<file path="config.mk">
export PLATFORM = sky130hd
export DESIGN_NAME = uartrx_fifo
export DESIGN_NICKNAME = d
export VERILOG_FILES = /design/src/rtl/uartrx_fifo_fifo_sync.sv /design/src/rtl/uartrx_fifo.sv
export SDC_FILE = /design/constraint.sdc
export NUM_CORES = 1
export LEC_CHECK = 0
export BUFFER_PORTS_ARGS = -buffer_cell sky130_fd_sc_hd__buf_4
export CELL_PAD_IN_SITES_DETAIL_PLACEMENT = 1
export CELL_PAD_IN_SITES_GLOBAL_PLACEMENT = 1
export CORE_MARGIN = 2
export CORE_UTILIZATION = 50
export DETAILED_ROUTE_END_ITERATION = 8
export GPL_TIMING_DRIVEN = 1
export PLACE_DENSITY = 0.84
export SYNTH_ARGS = -nofsm -noshare
export SYNTH_HDL_FRONTEND = slang
export SYNTH_SLANG_ARGS = --single-unit
</file>
<file path="constraint.sdc">
create_clock -name clk -period 4 [get_ports clk]
set_clock_uncertainty 0.2 [all_clocks]
set_input_delay 0.8 -clock clk [delete_from_list [all_inputs] [get_ports clk]]
set_output_delay 0.8 -clock clk [all_outputs]
set_load 0.1 [all_outputs]
</file>
<file path="src/rtl/uartrx_fifo_fifo_sync.sv">
// Single-clock FIFO: storage, wrapping pointers and occupancy count.
// The head entry is read combinationally so callers see it without latency.
module fifo_sync #(
   parameter int DataBitWidth  = 8,
   parameter int DepthBitWidth = 4
) (
   input  logic                     rst_n,
   input  logic                     clk,
   input  logic                     push,
   input  logic [DataBitWidth-1:0]  push_data,
   input  logic                     pop,
   output logic [DataBitWidth-1:0]  head,
   output logic                     empty,
   output logic                     full,
   output logic [DepthBitWidth:0]   count
);

   localparam int Depth = 1 << DepthBitWidth;

   logic [DataBitWidth-1:0]  r_mem [Depth];
   logic [DepthBitWidth-1:0] r_wr_ptr;
   logic [DepthBitWidth-1:0] r_rd_ptr;
   logic [DepthBitWidth:0]   r_count;
   logic                     w_pop;
   logic                     w_push;

   assign empty  = (r_count == '0);
   assign full   = (r_count == (DepthBitWidth+1)'(Depth));
   assign count  = r_count;
   assign head   = r_mem[r_rd_ptr];
   assign w_pop  = pop && !empty;
   // A full FIFO still accepts a push when the head leaves in the same cycle.
   assign w_push = push && (!full || w_pop);

   always_ff @(posedge clk) begin
      if (w_push) begin
         r_mem[r_wr_ptr] <= push_data;
      end
   end

   always_ff @(posedge clk or negedge rst_n) begin
      if (!rst_n) begin
         r_wr_ptr <= '0;
         r_rd_ptr <= '0;
         r_count  <= '0;
      end else begin
         if (w_push) begin
            r_wr_ptr <= r_wr_ptr + DepthBitWidth'(1);
         end
         if (w_pop) begin
            r_rd_ptr <= r_rd_ptr + DepthBitWidth'(1);
         end
         case ({w_push, w_pop})
            2'b10:   r_count <= r_count + (DepthBitWidth+1)'(1);
            2'b01:   r_count <= r_count - (DepthBitWidth+1)'(1);
            default: r_count <= r_count;
         endcase
      end
   end

endmodule

</file>
<file path="src/rtl/uartrx_fifo.sv">
// UART receive buffer: runs the uartrx go/dr handshake and queues bytes,
// presenting the head byte (0 when empty) for memory-mapped reads.
module uartrx_fifo #(
   parameter int DepthBitWidth = 4
) (
   input  logic                   clk,
   input  logic                   rst_n,
   input  logic [7:0]             rx_data,
   input  logic                   rx_dr,
   output logic                   rx_go,
   input  logic                   rd_en,
   output logic [7:0]             rd_data,
   output logic                   empty,
   output logic                   full,
   output logic [DepthBitWidth:0] count,
   output logic                   overrun,
   input  logic                   overrun_clr
);

   typedef enum logic {
      ST_RECV,
      ST_ACK
   } state_t;

   state_t     r_state;
   state_t     w_state_next;
   logic       w_capture;
   logic       w_pop_ok;
   logic       w_room;
   logic       w_push;
   logic       w_drop;
   logic       r_overrun;
   logic [7:0] w_head;

   always_ff @(posedge clk or negedge rst_n) begin
      if (!rst_n) begin
         r_state <= ST_RECV;
      end else begin
         r_state <= w_state_next;
      end
   end

   // Capturing forces one acknowledge cycle, so each dr assertion yields one byte.
   always_comb begin
      w_state_next = r_state;
      rx_go        = 1'b1;
      w_capture    = 1'b0;
      case (r_state)
         ST_RECV: begin
            w_capture = rx_dr;
            if (rx_dr) begin
               w_state_next = ST_ACK;
            end
         end
         ST_ACK: begin
            rx_go        = 1'b0;
            w_state_next = ST_RECV;
         end
         default: w_state_next = ST_RECV;
      endcase
   end

   assign w_pop_ok = rd_en && !empty;
   assign w_room   = !full || w_pop_ok;
   assign w_push   = w_capture && w_room;
   assign w_drop   = w_capture && !w_room;

   fifo_sync #(
      .DataBitWidth  (8),
      .DepthBitWidth (DepthBitWidth)
   ) u_fifo (
      .rst_n     (rst_n),
      .clk       (clk),
      .push      (w_push),
      .push_data (rx_data),
      .pop       (rd_en),
      .head      (w_head),
      .empty     (empty),
      .full      (full),
      .count     (count)
   );

   assign rd_data = empty ? 8'h00 : w_head;

   // A drop in the same cycle as a clear keeps the flag set.
   always_ff @(posedge clk or negedge rst_n) begin
      if (!rst_n) begin
         r_overrun <= 1'b0;
      end else if (w_drop) begin
         r_overrun <= 1'b1;
      end else if (overrun_clr) begin
         r_overrun <= 1'b0;
      end
   end

   assign overrun = r_overrun;

endmodule

</file>
==> flow_summary_export.csv <==
group,metric,value,unit
job,drv_cap,0,
timing,max_slew.worst_pin.slew,0.962,ns
timing,max_freq,0.276,GHz
route,drc,1,
timing,rsz_0062_raised_after_global_routing,"false",
final_layout,finalNetCount,369,
pwr,share_seq_of_total_power,34.6,%
placed_design,place_congestion,0.704,
cts,htreeDepth,4,
die,die_area,12800,sq um
cts,tritoncts,"yes",
synth,yosysSeqAreaShare,71.0,%
synth,synth_area_per_cell,19.2,sq um
placed_design,placement.io_buffers,29,
timing,fin_worst_hold_slack,0.0364,ns
synth,netlist_top_cells_count,"sky130_fd_sc_hd__edfxtp_1 (128), sky130_fd_sc_hd__mux4_2 (23), sky130_fd_sc_hd__dfrtp_1 (15), sky130_fd_sc_hd__nor2_1 (14), sky130_fd_sc_hd__a21oi_1 (11)",
placed_design,placement.setup.worst_slack,0.396,ns
timing,final_hold_violations,0,
synth,post-synth-top-area-fraction,64.7,%
final_layout,fillerInstances,1018,
pwr,power.net_switching,2260,uW
pwr,switching_share,39.5,%
critical_path,crit_fanout,12,
pwr,clkPwrFrac,25.7,%
route,detail_route.wirelength,11.8,mm
cts,tritoncts.num_buffers,17,
pwr,p_leak,0.00238,uW
critical_path,slowest_stage_cell_cp,"sky130_fd_sc_hd__or4b_2",
synth,combined_area_of_all_synthesized_cells,5940,sq um
die,die_y,113,microns
timing,fin_tns_setup,0,ns
critical_path,worstPathRequired,4.14,ns
timing,share_of_the_clock_period_used_by_the_worst_path,90.6,%
cts,cts.repair_timing.setup_buffer_count,0,
cts,clk_pin_slew_worst_paths,0.06,ns
pwr,fin_total_pwr,5710,uW
status,status,"finished, violations left",
route,detail_route.iter0.violations,251,
synth,synth_area_leaders,"sky130_fd_sc_hd__edfxtp_1 (65%), sky130_fd_sc_hd__mux4_2 (8.7%), sky130_fd_sc_hd__dfrtp_1 (6.3%), sky130_fd_sc_hd__mux4_1 (4.0%), sky130_fd_sc_hd__mux2_2 (1.9%)",
critical_path,critical_path_startpoint_category,"register",
critical_path,worstSetupEndpointType,"register",
synth,synth-main-ff-cell,"sky130_fd_sc_hd__edfxtp_1",
pwr,ir_drop,0.693,mV
cts,cts.hold.buffers_added,0,
die,core_area,11500,sq um
cts,cts_buffer_depth,2,
cts,postCtsResizedCells,0,
synth,synth-seq-cells,143,
synth,synth_cell_types,40,
timing,setup_violations,0,
cts,worst_skew_pair.late_latency,0.41,ns
route,detail-route-antenna-nets,0,
global_route,grt_start_max_net_pins,33,
global_route,global_route.overflow_total,0,
critical_path,critical-path-max-stage-delay,0.62,ns
cts,clock_sinks,143,
cts,cts.root.buffer_cell,"sky130_fd_sc_hd__clkbuf_16",
route,number_of_detailed_route_iterations_in_the_first_pass,6,
pwr,power_per_cell_area,832,nW/um^2
critical_path,worst-setup-path-type,"reg -> reg",
global_route,antenna_violations_before_repair,0,
critical_path,timing.critical_path.cells,"nor4_4 > nand2b_1 > nand2_1 > inv_1 > ha_1 > xor2_1 > ha_1 > a21oi_1 > or4b_2 > o31ai_1 > xor2_1",
route,viasPerCell,5.82,
synth,yosysWarningCount,0,
pwr,comb_power_share,39.8,%
route,route.vias.total,2935,
die,starting_density_of_the_core,51.6,%
pwr,p_int,3450,uW
status,failing_checks,"design-rule violations",
critical_path,timing.critical_path.arrival,3.76,ns
synth,synth_edf_count,128,
synth,syn_inst,309,
die,floorplan.io_pins,30,
placed_design,dp.final_hpwl,7.74,mm
timing,slew-limit-headroom,35.6,%
synth,synthArstFlopShare,10.5,%
synth,yosysMostFrequentCell,"sky130_fd_sc_hd__edfxtp_1",
synth,synth_fp_nets,330,
synth,synth_largest_area_cell,"sky130_fd_sc_hd__edfxtp_1",
placed_design,dp.cells,472,
hold_path,holdCritPathClass,"in -> async",
final_layout,antenna_cells_inserted,0,
final_layout,layout-drive-gt1-share,30.2,%
timing,final_max_slew_viol_count,0,
global_route,globalRouteTotalUtil,20.2,%
timing,final.min_clock_period,3.63,ns
route,routed_wire_length_per_instance,23.4,microns
global_route,grt_pass1_vias,3300,
die,num_rows,39,
die,dieWidth,113,microns
final_layout,final_cell_count_no_fill,504,
timing,setup_slack,0.375,ns
final_layout,area_growth,15.4,%
global_route,first_pass_grt_wire_length,18.6,mm
[cell type report]
class	instances	area [sq um]	area share [%]
flip-flops and latches	143	4220	61.5
multi-input cells	139	1570	22.9
clock buffers	19	433	6.31
repair buffers	38	298	4.34
well taps	143	179	2.61
clock inverters	13	123	1.79
inverters	9	33.8	0.493
[through the flow]
stage,cell area (sq um),utilization [%]
floorplan,5970,-
global placement,6300,54.7
detailed placement,6300,54.7
CTS,6860,59.6
global route,6860,59.6
finish,6860,59.6
[routing by layer]
metal	GRT usage (%)	vias up	share of wire, %	routed length [microns]
met4	8.78	0	1.9	227
li1	-	1316	-	-
met1	25.4	1510	42	4940
met3	5.03	20	4.2	497
met2	33.7	89	52	6140
met5	0	-	0	0
[state kept, by name, summed over array words and instances (netlist names)]
signal           cells
u_fifo.r_mem       128
overrun              1
u_fifo.count         5
u_fifo.r_wr_ptr      4
r_state              1
u_fifo.r_rd_ptr      4
[cell families after synthesis]
| family | synth area share [%] |
|---|---|
| AO/OA/AOI/OAI | 2.86 |
| flip-flops | 71.0 |
| XOR/XNOR | 1.77 |
| adder cells (fa/ha/maj) | 1.68 |
| multiplexers | 15.9 |
| AND/OR/NAND/NOR | 3.70 |
| buffers and inverters | 3.07 |
[cell usage in the layout, fill, tap and decap left out, types with 2 or more instances in the layout]
cell and n:
sky130_fd_sc_hd__a21oi_1 3, sky130_fd_sc_hd__a21oi_2 8, sky130_fd_sc_hd__buf_4 37, sky130_fd_sc_hd__bufinv_16 2
sky130_fd_sc_hd__clkbuf_1 2, sky130_fd_sc_hd__clkbuf_16 17, sky130_fd_sc_hd__clkinv_1 3, sky130_fd_sc_hd__clkinv_2 4
sky130_fd_sc_hd__clkinvlp_4 3, sky130_fd_sc_hd__dfrtp_1 15, sky130_fd_sc_hd__edfxtp_1 128, sky130_fd_sc_hd__ha_1 8
sky130_fd_sc_hd__inv_1 9, sky130_fd_sc_hd__mux2_2 10, sky130_fd_sc_hd__mux2i_1 8, sky130_fd_sc_hd__mux4_1 9
sky130_fd_sc_hd__mux4_2 23, sky130_fd_sc_hd__nand2_1 8, sky130_fd_sc_hd__nand2b_1 3, sky130_fd_sc_hd__nand3_1 3
sky130_fd_sc_hd__nand3b_1 2, sky130_fd_sc_hd__nor2_1 14, sky130_fd_sc_hd__nor3_1 5, sky130_fd_sc_hd__o21ai_0 8
sky130_fd_sc_hd__o21ai_1 3, sky130_fd_sc_hd__xnor2_1 7, sky130_fd_sc_hd__xor2_1 5
[power groups by stage]
stage | sequential (uW) | combinational (uW) | clock, uW
finish | 1970 | 2270 | 1470
CTS | 1970 | 2310 | 1490
global placement | 1980 | 2260 | 0
floorplan | 2080 | 1790 | 0
detailed placement | 2000 | 2300 | 0
global route | 1990 | 2410 | 1550
[worst max-delay path, delay by kind of cell, from the launching register on]
| family | cells | cell delay (ns) |
|---|---|---|
| AO/OA/AOI/OAI | 2 | 0.20 |
| XOR/XNOR | 2 | 0.36 |
| adder cells (fa/ha/maj) | 2 | 0.53 |
| buffers and inverters | 1 | 0.09 |
| flip-flops | 1 | 0.49 |
| AND/OR/NAND/NOR | 4 | 1.67 |
[path summary, 6_finish.rpt]
check | depth (start not counted) | endpoint | slack [ns] | from
max | 11 | u_fifo.count[4] | 0.37 | u_fifo.count[2]
min | 1 | u_fifo.count[1] | 0.04 | rst_n
max reg2reg | 11 | u_fifo.count[4] | 0.37 | u_fifo.count[2]
min reg2reg | 1 | u_fifo.r_rd_ptr[3] | 0.29 | u_fifo.r_rd_ptr[3]
max in group asynchronous | 1 | u_fifo.count[2] | 3.39 | rst_n
min in group clk | 1 | u_fifo.r_rd_ptr[3] | 0.29 | u_fifo.r_rd_ptr[3]
(Power assumes the default switching activity.)
